[src/rtl/core_periph_router.sv]
// core_periph_router: address-decoded core-to-peripheral router with in-order outstanding tracking and an error slave.
// Optional saturating perf counters enabled by CORE_ROUTER_PERF_EN.
module core_periph_router #(
    parameter int ADDR_WIDTH      = 32,
    parameter int DATA_WIDTH      = 32,
    parameter int NB_TARGETS      = 4,
    parameter int MAX_OUTSTANDING = 4
) (
    input  logic                    clk_i,
    input  logic                    rst_ni,
    input  logic [ADDR_WIDTH-1:0]   region_base_i [NB_TARGETS],
    input  logic [ADDR_WIDTH-1:0]   region_mask_i [NB_TARGETS],
    input  logic                    core_req_i,
    input  logic [ADDR_WIDTH-1:0]   core_add_i,
    input  logic                    core_wen_i,
    input  logic [DATA_WIDTH-1:0]   core_wdata_i,
    input  logic [DATA_WIDTH/8-1:0] core_be_i,
    output logic                    core_gnt_o,
    output logic                    core_r_valid_o,
    output logic [DATA_WIDTH-1:0]   core_r_rdata_o,
    output logic                    core_r_opc_o,
    output logic [NB_TARGETS-1:0]   tgt_req_o,
    output logic [ADDR_WIDTH-1:0]   tgt_add_o [NB_TARGETS],
    output logic [NB_TARGETS-1:0]   tgt_wen_o,
    output logic [DATA_WIDTH-1:0]   tgt_wdata_o [NB_TARGETS],
    output logic [DATA_WIDTH/8-1:0] tgt_be_o [NB_TARGETS],
    input  logic [NB_TARGETS-1:0]   tgt_gnt_i,
    input  logic [NB_TARGETS-1:0]   tgt_r_valid_i,
    input  logic [DATA_WIDTH-1:0]   tgt_r_rdata_i [NB_TARGETS],
    input  logic [NB_TARGETS-1:0]   tgt_r_opc_i,
    input  logic                    perf_clear_i,
    output logic [31:0]             perf_contention_o,
    output logic [31:0]             perf_hazard_o
);
    localparam logic [4:0] ERR = 5'(NB_TARGETS);
    localparam logic [3:0] MAX = 4'(MAX_OUTSTANDING);
    localparam logic [DATA_WIDTH-1:0] ERR_DATA = DATA_WIDTH'(32'hBADACCE5);

    logic [3:0] cnt, cnt_e;
    logic [4:0] cur_tgt, cur_e, dec;
    logic       err_pend, allowed, sel_gnt;

    // Registered state is masked during reset so outputs behave as if cnt were already 0.
    always_comb begin
        cnt_e = rst_ni ? cnt : 4'd0;
        cur_e = rst_ni ? cur_tgt : 5'd0;
        dec = ERR;
        for (int i = NB_TARGETS - 1; i >= 0; i--)
            if ((core_add_i & region_mask_i[i]) == (region_base_i[i] & region_mask_i[i])) dec = 5'(i);
        allowed = core_req_i && cnt_e < MAX && (cnt_e == 4'd0 || dec == cur_e);
        sel_gnt = dec == ERR;
        core_r_valid_o = cnt_e != 4'd0 && cur_e == ERR && err_pend;
        core_r_rdata_o = ERR_DATA;
        core_r_opc_o = 1'b1;
        tgt_req_o = '0;
        tgt_wen_o = '0;
        for (int i = 0; i < NB_TARGETS; i++) begin
            tgt_add_o[i] = core_add_i;
            tgt_wen_o[i] = core_wen_i;
            tgt_wdata_o[i] = core_wdata_i;
            tgt_be_o[i] = core_be_i;
            tgt_req_o[i] = allowed && dec == 5'(i);
            if (dec == 5'(i)) sel_gnt = tgt_gnt_i[i];
            if (cur_e == 5'(i)) begin
                core_r_valid_o = cnt_e != 4'd0 && tgt_r_valid_i[i];
                core_r_rdata_o = tgt_r_rdata_i[i];
                core_r_opc_o = tgt_r_opc_i[i];
            end
        end
        core_gnt_o = allowed && sel_gnt;
    end

    always_ff @(posedge clk_i) begin
        if (!rst_ni) begin
            cnt <= 4'd0;
            cur_tgt <= 5'd0;
            err_pend <= 1'b0;
        end else begin
            cnt <= cnt + 4'(core_gnt_o) - 4'(core_r_valid_o);
            if (core_gnt_o) cur_tgt <= dec;
            err_pend <= core_gnt_o && dec == ERR;
        end
    end

`ifdef CORE_ROUTER_PERF_EN
    logic [31:0] cont_q, haz_q;

    always_ff @(posedge clk_i) begin
        if (!rst_ni || perf_clear_i) begin
            cont_q <= '0;
            haz_q <= '0;
        end else begin
            if (allowed && !sel_gnt && cont_q != '1) cont_q <= cont_q + 32'd1;
            if (core_req_i && !allowed && haz_q != '1) haz_q <= haz_q + 32'd1;
        end
    end

    assign perf_contention_o = cont_q;
    assign perf_hazard_o = haz_q;
`else
    logic unused_perf;
    assign unused_perf = perf_clear_i;
    assign perf_contention_o = '0;
    assign perf_hazard_o = '0;
`endif
endmodule
[config.mk]
export PLATFORM = sky130hd
export DESIGN_NAME = core_periph_router
export DESIGN_NICKNAME = d
export VERILOG_FILES = /design/src/rtl/core_periph_router.sv
export SDC_FILE = /design/constraint.sdc
export NUM_CORES = 1
export LEC_CHECK = 0
export CAP_MARGIN = 20
export CELL_PAD_IN_SITES_DETAIL_PLACEMENT = 1
export CELL_PAD_IN_SITES_GLOBAL_PLACEMENT = 1
export CORE_AREA = 2 2 325 327
export DETAILED_ROUTE_END_ITERATION = 16
export DIE_AREA = 0 0 327 329
export GPL_ROUTABILITY_DRIVEN = 0
export HOLD_SLACK_MARGIN = 0.06
export MAX_ROUTING_LAYER = met4
export PLACE_DENSITY = 0.44
export SLEW_MARGIN = 20
export SYNTH_ARGS = -nofsm -noshare
export SYNTH_HDL_FRONTEND = slang
export SYNTH_SLANG_ARGS = --single-unit
[constraint.sdc]
create_clock -name clk_i -period 9.08 [get_ports clk_i]
set_clock_uncertainty 0.2 [all_clocks]
set_input_delay 2.27 -clock clk_i [delete_from_list [all_inputs] [get_ports clk_i]]
set_output_delay 2.27 -clock clk_i [all_outputs]
set_load 0.03 [all_outputs]
# Word level (Yosys, flattened, before mapping)
# Cells that the tools add are included.
[op_classes]
n_addsub = 2
magnitude_cmp = 1
n_eq_ne = 13
n_mux = 22
n_bitwise = 8
n_reduce_logical = 19
[ops]
columns = ["operator", "n"]
rows = [
  ["32-bit bitwise AND", 8],
  ["32-bit equality test", 4],
  ["32-bit 2-to-1 mux", 4],
  ["5-bit by 2-bit equality test with 1-bit output (second input constant)", 4],
  ["5-bit 2-to-1 mux", 4],
  ["1-bit logical AND", 14],
  ["1-bit 2-to-1 mux", 12],
  ["5-bit by 1-bit equality test with 1-bit output (second input constant)", 2],
  ["5-bit by 3-bit equality test with 1-bit output (second input constant)", 2],
  ["5-bit zero test", 2],
  ["5-bit equality test", 1],
  ["4-bit by 1-bit adder with 4-bit output", 1],
  ["4-bit zero test", 1],
  ["4-bit by 3-bit less-than comparator with 1-bit output (second input constant)", 1],
  ["4-bit 2-to-1 mux", 1],
  ["4-bit nonzero test", 1],
  ["4-bit by 1-bit subtractor with 4-bit output", 1],
  ["3-bit 2-to-1 mux", 1],
  ["1-bit logical OR", 1],
]
[totals]
ff_bits = 10
inputBits = 469
out_inout_bits = 379

# Longest topological paths before layout
[depth]
ltp_word = 14
depth_mapped = 15

# Worst setup path after synthesis
# No wires, ideal clock.
[synth_timing]
path_type = "input-to-output"
from = "in core_add_i[23]"
to = "out tgt_req_o[3]"
t_arrival_ns = 4.688
slack_ns = 1.922
cell_stages = 8
path_cell_list = "xor2_1 a22oi_1 nand4_1 nor4_2 nand2b_1 mux2i_1 o211ai_4 nor4b_1"
[synth_via]
elab_chain_cells = 10
elab_cells_between_ends = 17
classes_between = "eq/ne: 6; mux: 4; bitwise: 4; reduce/logical: 3"
[synth_rtl]
columns = ["item", "line", "text"]
rows = [
  ["start, declared", "14", "input logic [ADDR_WIDTH-1:0] core_add_i,"],
  ["32-bit bitwise AND", "49", "if ((core_add_i & region_mask_i[i]) == (region_base_i[i] & region_mask_i[i])) dec = 5'(i);"],
  ["32-bit equality test", "49", ""],
  ["3-bit 2-to-1 mux", "49", ""],
  ["5-bit 2-to-1 mux (2 in series)", "49", ""],
  ["5-bit 2-to-1 mux (*)", "49", ""],
  ["5-bit equality test", "50", "allowed = core_req_i && cnt_e < MAX && (cnt_e == 4'd0 || dec == cur_e);"],
  ["1-bit logical OR", "50", ""],
  ["1-bit logical AND", "50", ""],
  ["1-bit logical AND (*)", "62", "tgt_req_o[i] = allowed && dec == 5'(i);"],
  ["end, declared", "22", "output logic [NB_TARGETS-1:0] tgt_req_o,"],
]
# Every way passes the cells marked *; elsewhere a longest branch is shown, timed or not.

# Worst setup path after layout
[layout_timing]
from = "in core_add_i[3]"
to = "out tgt_req_o[2]"
# The elaborated chain is that of the path after synthesis.

==> metrics.csv <==
stage,metric,value,unit
clock_network,clk_latency,230,ps
min_path,hold_path_class,reg -> reg,
setup_path,crit_path_end_kind,output port,
logic_synthesis,ys_seq_elements,8,
logic_synthesis,postSynthCellCount,842,
clock_network,hold_buffers,0,
drt,drc,0,
sta,setup_viol,0,
drt,num_vias,6875,
sta,worstMarginPinSlew,1110,ps
clock_network,cts_tree,done,
floorplan,die_h,329,µm
setup_path,cp.required,6610,ps
placement,dpl.hpwl,41400,µm
setup_path,slowest_delay,640,ps
cells_and_area,finalInstanceArea,11800,µm²
status,status,completed,
grt,grt.overflow.total,0,
sta,fmax,116,MHz
grt,grt_first_pass_wirelength,59500,µm
floorplan,core-area,104000,µm²
logic_synthesis,yosysMostFrequentCell,buf_4,
floorplan,initial_core_util,0.0581,
drt,routedWlPerCell,17.9,µm
drt,final_antenna_net_count,0,
setup_path,start_kind,input pin,
logic_synthesis,postSynth.asyncResetShare,0,
cells_and_area,synthToLayoutAreaGrowth,93.9,%
clock_network,htreeDepth,1,
placement,place_area,11600,µm²
cells_and_area,drive_above_1_share,0.0565,
floorplan,ios,848,
clock_network,cts_max_path_buffers,2,
clock_network,root_buffer,clkbuf_16,
flow_run,max_cap_viol_count,0,
logic_synthesis,ys_top_cells_by_area,"buf_4, xor2_1, a22oi_1",
grt,grt_start_max_net_pins,33,
grt,grt_pass1_vias,7507,
cells_and_area,nets,1644,
floorplan,fp.dieW,327,µm
power,p_per_area,72.7,nW/µm²
setup_path,critical-path-top-delay-family,simple AND/OR/NAND/NOR gates,
logic_synthesis,synth_area_per_cell,7.20,µm²
floorplan,placementRows,119,
drt,viasPerCell,2.67,
logic_synthesis,ys_types,47,
sta,min_period,8600,ps
grt,antenna_found_initial,15,
power,ir_drop,0.0421,mV
power,power_leakage,4.23,nW
drt,drtPass1Iterations,4,
sta,fin_crit_sh,0.947,
logic_synthesis,synth_top_area_share,0.421,
setup_path,timing_worst_setup_path_type,in -> out,
clock_network,cts.sinks,8,
setup_path,cp.arrival,6130,ps
sta,finalHoldViolCount,0,
setup_path,crit_slowest_cell,a22oi_1,
sta,relSlewSlack,0.258,
setup_path,path_cells,"clkdlybuf4s50_1, xor2_1, a22oi_1, nand4_1, nor4_4, buf_4, nor3_1, mux2i_1, o211ai_4, nor4_1, buf_4, buf_12",
clock_network,cts_resized,0,
clock_network,cts.reportedPaths.clkPinSlew,40,ps
sta,slew_viol_final,0,
logic_synthesis,synth_area_leader_cell,buf_4,
setup_path,timing.critical_path.mode_cell,buf_4,
clock_network,cts_buffers,3,
logic_synthesis,synth_edf_count,0,
floorplan,dieArea,108000,µm²
logic_synthesis,synth_commonest_cells,"buf_4, xor2_1, nand2_1",
logic_synthesis,synth-main-ff-cell,dfxtp_1,
drt,wirelength,46000,µm
sta,final.setup.tns,0,ps
setup_path,path_buf_inv,4,
logic_synthesis,seq_area_frac_synth,0.0264,
logic_synthesis,yosys_warnings,0,
placement,io_buffer_count,597,
grt,grt_use_total,0.0819,
setup_path,worstPathMaxFanout,9,
logic_synthesis,syn_area,6060,µm²
clock_network,postCtsSetupBuffers,0,
drt,drt_iter0_markers,177,
sta,rsz0062_at_grt,false,
## layer usage
layer | vias to the layer above | wire (µm) | global-route usage
li1 | 3153 | - | -
met1 | 3224 | 19000 | 0.0952
met2 | 424 | 22400 | 0.138
met3 | 74 | 3250 | 0.0214
met4 | 0 | 1370 | 0.0250
met5 | - | 0 | -
## state kept, by name (all words and copies together), names as in the netlist
| register | flops |
|---|---|
| cnt | 4 |
| cur_tgt | 3 |
| err_pend | 1 |
## cell families (layout without fill, tap and decap cells)
| logic type | count (synthesis) | count (layout) | share of synthesized area |
|---|---|---|---|
| and+or+nand+nor | 145 | 145 | 0.116 |
| adders and majority gates | 5 | 5 | 0.0116 |
| muxes | 3 | 3 | 0.00495 |
| xor gates and xnor gates | 131 | 131 | 0.189 |
| DFF | 8 | 8 | 0.0264 |
| buffers and inverters | 373 | 636 | 0.441 |
| AOI/OAI and AO/OA | 176 | 176 | 0.210 |
| other | 1 | 80 | 0.000618 |
## layout by cell type (no fill, tap or decap), types with 15 or more instances in the layout
cell type / count
a21oi_1: 39
a22oi_1: 64
buf_4: 40
clkdlybuf4s50_1: 575
conb_1: 64
diode_2: 16
nand2_1: 88
nand4_1: 16
o21ai_1: 15
o221ai_1: 20
xor2_1: 129
## worst register-to-register path: cells and delay by family, from the launching register on
kind | cells | cell delay (ps)
buf+inv | 1 | 40
simple gates | 5 | 1280
xor+xnor | 1 | 210
compound gates | 2 | 200
fa+ha+maj | 3 | 790
flops | 1 | 1040
## worst paths after layout
path / slack, ps / to / cells past startpoint / from
max: 480 / tgt_req_o[2] / 12 / core_add_i[3]
min reg2reg: 480 / cnt[3] / 3 / cnt[3]
max reg2reg: 5210 / cnt[2] / 12 / cur_tgt[1]
min: 480 / cnt[3] / 3 / cnt[3]
## through the flow
step / hold WS [ps] / power [mW] / worst slack, ps / cells / utilization
after floorplan: 285 / 0.542 / 1920 / 905 / -
after CTS: 480 / 0.874 / 411 / 2559 / 0.112
after global placement: 437 / 0.783 / 560 / 2556 / 0.112
final: 479 / 0.856 / 481 / 2575 / 0.113
after detailed placement: 461 / 0.794 / 450 / 2556 / 0.112
after global routing: 524 / 0.910 / 377 / 2566 / 0.112
## final cells by class
type	instances	area, µm²
inverter	9	33.8
tap	1391	1740
multi-input combinational	524	3470
clock buffer	3	75.1
fill	12400	92600
timing repair buffer	624	6240
antenna	16	40.0
sequential	8	161
## power by group
group | switching (mW) | internal (mW)
logic | 0.383 | 0.348
registers | 0.00637 | 0.0439
clock network | 0.0175 | 0.0568
total | 0.407 | 0.449
(Power assumes the default switching activity.)
